[config.mk]
export PLATFORM = sky130hd
export DESIGN_NAME = sum_accum
export DESIGN_NICKNAME = d
export VERILOG_FILES = /design/src/rtl/sum_accum.sv
export SDC_FILE = /design/constraint.sdc
export NUM_CORES = 1
export LEC_CHECK = 0
export BUFFER_PORTS_ARGS = -buffer_cell sky130_fd_sc_hd__buf_4
export CAP_MARGIN = 20
export CELL_PAD_IN_SITES_DETAIL_PLACEMENT = 0
export CELL_PAD_IN_SITES_GLOBAL_PLACEMENT = 2
export CORE_UTILIZATION = 30
export CTS_CLUSTER_DIAMETER = 120
export DETAILED_ROUTE_END_ITERATION = 8
export PLACE_DENSITY = 0.8
export SLEW_MARGIN = 10
export SYNTH_ARGS = -nofsm -noshare
export SYNTH_HDL_FRONTEND = slang
export SYNTH_SLANG_ARGS = --single-unit
[constraint.sdc]
create_clock -name clk -period 1.81 [get_ports clk]
set_input_delay 0 -clock clk [delete_from_list [all_inputs] [get_ports clk]]
set_output_delay 0 -clock clk [all_outputs]
set_load 0.05 [all_outputs]
[src/rtl/sum_accum.sv]
// -----------------------------------------------------------------------------
// sum_accum
//   Accumulates NUM_SAMPLES unsigned 8-bit samples from the upstream adder
//   stage into one saturating ACC_W-bit result. The result is offered to the
//   consumer with a valid/ready handshake. No new frame starts until the
//   consumer takes the pending result.
//
// Parameters
//   NUM_SAMPLES  samples per result (1..255)
//   ACC_W        accumulator width (8..24)
//
// Ports
//   clk          clock, rising edge
//   rst_n        asynchronous active-low reset
//   sum_in       unsigned sample from upstream
//   in_valid     sum_in holds a sample
//   in_ready     block accepts a sample this cycle (registered)
//   clear        synchronous abort of the frame; wins over everything else
//   acc_out      accumulated result, 0 while out_valid=0
//   out_sat      result saturated at 2^ACC_W-1, 0 while out_valid=0
//   out_valid    acc_out/out_sat valid
//   out_ready    consumer takes the result
//   sample_cnt   samples accepted in the current frame
//
// FSM states
//   state | meaning
//   IDLE  | no frame in progress, next accept starts a new frame
//   ACCUM | frame in progress, sample_cnt < NUM_SAMPLES
//   DONE  | result held on acc_out until out_ready
// -----------------------------------------------------------------------------
module sum_accum #(
  parameter int NUM_SAMPLES = 8,
  parameter int ACC_W       = 16
) (
  input  logic             clk,
  input  logic             rst_n,
  input  logic [7:0]       sum_in,
  input  logic             in_valid,
  output logic             in_ready,
  input  logic             clear,
  output logic [ACC_W-1:0] acc_out,
  output logic             out_sat,
  output logic             out_valid,
  input  logic             out_ready,
  output logic [7:0]       sample_cnt
);

  typedef enum logic [1:0] {
    IDLE  = 2'd0,
    ACCUM = 2'd1,
    DONE  = 2'd2
  } state_t;

  localparam logic [7:0] NUM_SAMPLES_L = 8'(NUM_SAMPLES);

  state_t           state;
  logic [ACC_W-1:0] acc;
  logic             sat;
  logic             ready_q;
  logic             valid_q;
  logic [7:0]       cnt;

  logic             accept;
  logic [ACC_W:0]   sum_ext;
  logic [7:0]       cnt_inc;

  assign accept  = in_valid & ready_q;
  // one extra bit so the carry out signals saturation
  assign sum_ext = {1'b0, acc} + {{(ACC_W + 1 - 8){1'b0}}, sum_in};
  assign cnt_inc = cnt + 8'd1;

  always_ff @(posedge clk or negedge rst_n) begin
    if (!rst_n) begin
      state   <= IDLE;
      acc     <= '0;
      sat     <= 1'b0;
      ready_q <= 1'b0;
      valid_q <= 1'b0;
      cnt     <= '0;
    end else if (clear) begin
      state   <= IDLE;
      acc     <= '0;
      sat     <= 1'b0;
      ready_q <= 1'b1;
      valid_q <= 1'b0;
      cnt     <= '0;
    end else begin
      case (state)
        IDLE: begin
          ready_q <= 1'b1;
          if (accept) begin
            acc <= {{(ACC_W - 8){1'b0}}, sum_in};
            sat <= 1'b0;
            cnt <= 8'd1;
            if (NUM_SAMPLES_L == 8'd1) begin
              state   <= DONE;
              ready_q <= 1'b0;
              valid_q <= 1'b1;
            end else begin
              state <= ACCUM;
            end
          end
        end

        ACCUM: begin
          ready_q <= 1'b1;
          if (accept) begin
            if (sum_ext[ACC_W]) begin
              acc <= '1;
              sat <= 1'b1;
            end else begin
              acc <= sum_ext[ACC_W-1:0];
            end
            cnt <= cnt_inc;
            if (cnt_inc == NUM_SAMPLES_L) begin
              state   <= DONE;
              ready_q <= 1'b0;
              valid_q <= 1'b1;
            end
          end
        end

        DONE: begin
          if (out_ready) begin
            state   <= IDLE;
            acc     <= '0;
            sat     <= 1'b0;
            ready_q <= 1'b1;
            valid_q <= 1'b0;
            cnt     <= '0;
          end
        end

        default: begin
          state   <= IDLE;
          acc     <= '0;
          sat     <= 1'b0;
          ready_q <= 1'b1;
          valid_q <= 1'b0;
          cnt     <= '0;
        end
      endcase
    end
  end

  assign in_ready   = ready_q;
  assign out_valid  = valid_q;
  assign sample_cnt = cnt;
  // partial sums stay internal until the frame completes
  assign acc_out    = valid_q ? acc : '0;
  assign out_sat    = valid_q & sat;

endmodule
==> metrics.txt <==
Slew @ Worst Pin 0.5814 ns; final net count 353; Simple-Gate Fraction of Synth Area 26.16%; mux cell area share after synthesis 0.4579%; Setup WS pre-CTS -0.1179 ns; synth-to-layout area growth 45.91%; Placer Congestion 0.8160; DR vias 2,235; Core ar. 6907 µm²; syn_area_per_cell 8.538 µm²; final hold viol count 0; Area contributors post-synth dfrtp_1, o21ai_0, ha_1; post-detail-place hpwl 4.582 mm; # clock sinks 29; most common flop cell mapped by yosys dfrtp_1; layout cell share with drive strength beyond 1 38.67%; row cnt 30; leakage 1.389 nW; Tmin final 1.849 ns; antenna violations before repair 0; critical-path cell list ha_4, fa_2, nand3_2, a21oi_4, o21ba_4, a2bb2oi_2, a21bo_1; Top delay family on crit path compound AO/OA/AOI/OAI gates; ANT nets after route 0; Avg WL per Cell 15.71 µm; Global Route Usage Sum 18.63%; Setup Crit Path Kind reg -> reg; Post-synth top cells dfrtp_1, nand2_1, o21ai_0, nand3_1, and2_1; Max Fanout on Critical Path 5; DR iter-0 viols 122; global-route wire length before repair 10.94 mm; CTS buffer count 5; CTS tree built; Clk pin slew, worst setup/hold paths 0.07 ns; Startpoint Class flop; Post-Syn Area 2186 µm²; XOR/XNOR Fraction of Synth Area 2.404%; RSZ-0062 raised after global routing yes; Final WS setup -0.03853 ns; total iterations of the first detailed-routing run 4; largest net degree at the start of global routing 30; vias in the first global route 2,147; max frequency 541.0 MHz; critical path arrival 2.03 ns; sequential area share after synthesis 33.20%; worst path bufs/invs 0; Synth Instances 256; post-route setup TNS -0.1303 ns; Port-buffer cells 39; Max-slew headroom 61.24%; Initial Util 31.65%; VDD IR-drop max 228.7 µV; outcome finished with violations; Vias/cell 5.234; htree depth 2; CP endpoint kind flop; Slowest-stage cell, CP dfrtp_1; post-route clock period utilization 102.1%; height of the die 87.36 µm; most common cell in the netlist dfrtp_1; final WL 6.708 mm; DIE AREA 7632 µm²; boundary pin count 40; Maximum Capacitance Violations 0; Compound-Gate Fraction of Synth Area 26.73%; maximum clock path buffer count 2; main combinational cell family by area after synthesis compound AO/OA/AOI/OAI gates; latest clock arrival within the worst-skew pair 0.29 ns; n_diodes 0; WP data required 1.99 ns; failing checks setup timing; Synth top area share 33.20%; number of library cell types mapped by synthesis 58; HP Class in -> reg; setup violators final 6; drt drc 0; root buffer cell clkbuf_8; skew final 0.005519 ns; Slew Viols, Final 0; register bit total from synthesis 29; Post-synth EDFFs 0; Die X-Extent 87.36 µm; cell taking the most area after synthesis dfrtp_1; power density cells 603.7 nW/µm²; adder-cell share of the synthesized area 6.068%; Syn. warnings 0; Post-synth ARST share 100.0%; slowest stage delay, CP 0.41 ns; Remaining Overflow, GRT 0; Mapped Nets 279
final timing paths:
| kind | from | end | slack [ns] | depth (start not counted) |
|---|---|---|---|---|
| max in group asynchronous | rst_n | sample_cnt[1] | 1.31 | 2 |
| min in group asynchronous | rst_n | acc[3] | 0.19 | 2 |
| max reg2reg | acc[0] | acc[7] | -0.04 | 7 |
| max | acc[0] | acc[7] | -0.04 | 7 |
| min | clear | state[0] | 0.04 | 3 |
| min reg2reg | sample_cnt[7] | sample_cnt[7] | 0.55 | 1 |
metrics by stage:
step / area [µm²] / std cells / power, mW / hold WS (ns) / utilization (%)
final: 3189 / 427 / 1.925 / 0.03848 / 46.18
after global routing: 3189 / 427 / 2.032 / 0.06191 / 46.18
after CTS: 3082 / 426 / 1.876 / 0.03462 / 44.62
after detailed placement: 2793 / 409 / 1.252 / -0.02975 / 40.43
after global placement: 2793 / 409 / 1.252 / -0.03376 / 40.43
after floorplan: 2241 / 256 / 1.027 / -0.2956 / -
layout by cell type, fill, tap and decap left out, types with 5 or more instances in the layout:
master / instances
a21o_1: 6
a21oi_1: 10
and2_1: 16
and3_1: 5
buf_4: 72
clkbuf_8: 5
dfrtp_1: 29
dlygate4sd3_1: 7
ha_4: 8
nand2_1: 27
nand3_1: 16
nand4_1: 6
nor2_1: 12
o21ai_0: 19
o21ai_1: 5
o21ai_2: 5
state kept, by name, summed over array words and instances, names as in the netlist:
name        flops
out_valid       1
acc            16
in_ready        1
sample_cnt      8
state           2
sat             1
cells by family (layout without fill, tap and decap cells):
family	after synthesis	in the layout
AND/OR/NAND/NOR	105	105
AO/OA/AOI/OAI	87	88
flip-flops	29	29
buffers and inverters	18	92
adder cells (fa/ha/maj)	10	10
XOR/XNOR	6	6
multiplexers	1	1
routing by layer:
metal  routed length (µm)  track usage (%)  share of wire [%]
met3                  176            2.938                2.6
met4                   58            5.067               0.86
met5                    0                0                  0
met2                 3074            29.26                 46
met1                 3399            26.41                 51
cell type report:
| type | count | area, µm² |
|---|---|---|
| Inverter | 4 | 15.01 |
| Clock buffer | 6 | 72.57 |
| Sequential cell | 29 | 725.7 |
| Clock inverter | 2 | 10.01 |
| Timing Repair Buffer | 80 | 621.8 |
| Multi-Input combinational cell | 210 | 1624 |
| Fill cell | 715 | 3717 |
| Tap cell | 96 | 120.1 |
timing repair:
| action | in CTS | in global routing |
|---|---|---|
| endpoints found under the hold margin | 35 | 0 |
| setup buffers | 1 | 1 |
| hold buffers | 7 | 0 |
| pin swaps | 10 | 13 |
| cloned | 1 | 0 |
| resized for setup | 26 | 22 |
| endpoints found under the setup margin | 17 | 17 |
worst register-to-register path, stage by stage (launching register included):
cell and delay, ns:
dfrtp_1 0.41, ha_4 0.19, fa_2 0.39, nand3_2 0.10
a21oi_4 0.08, o21ba_4 0.25, a2bb2oi_2 0.12, a21bo_1 0.20
where the power goes:
part	switching [mW]	internal, mW	total (mW)
Clock	0.277	0.266	0.543
Combinational	0.329	0.345	0.673
Sequential	0.0334	0.676	0.709
Note: power is estimated with default switching activity, not from simulation.
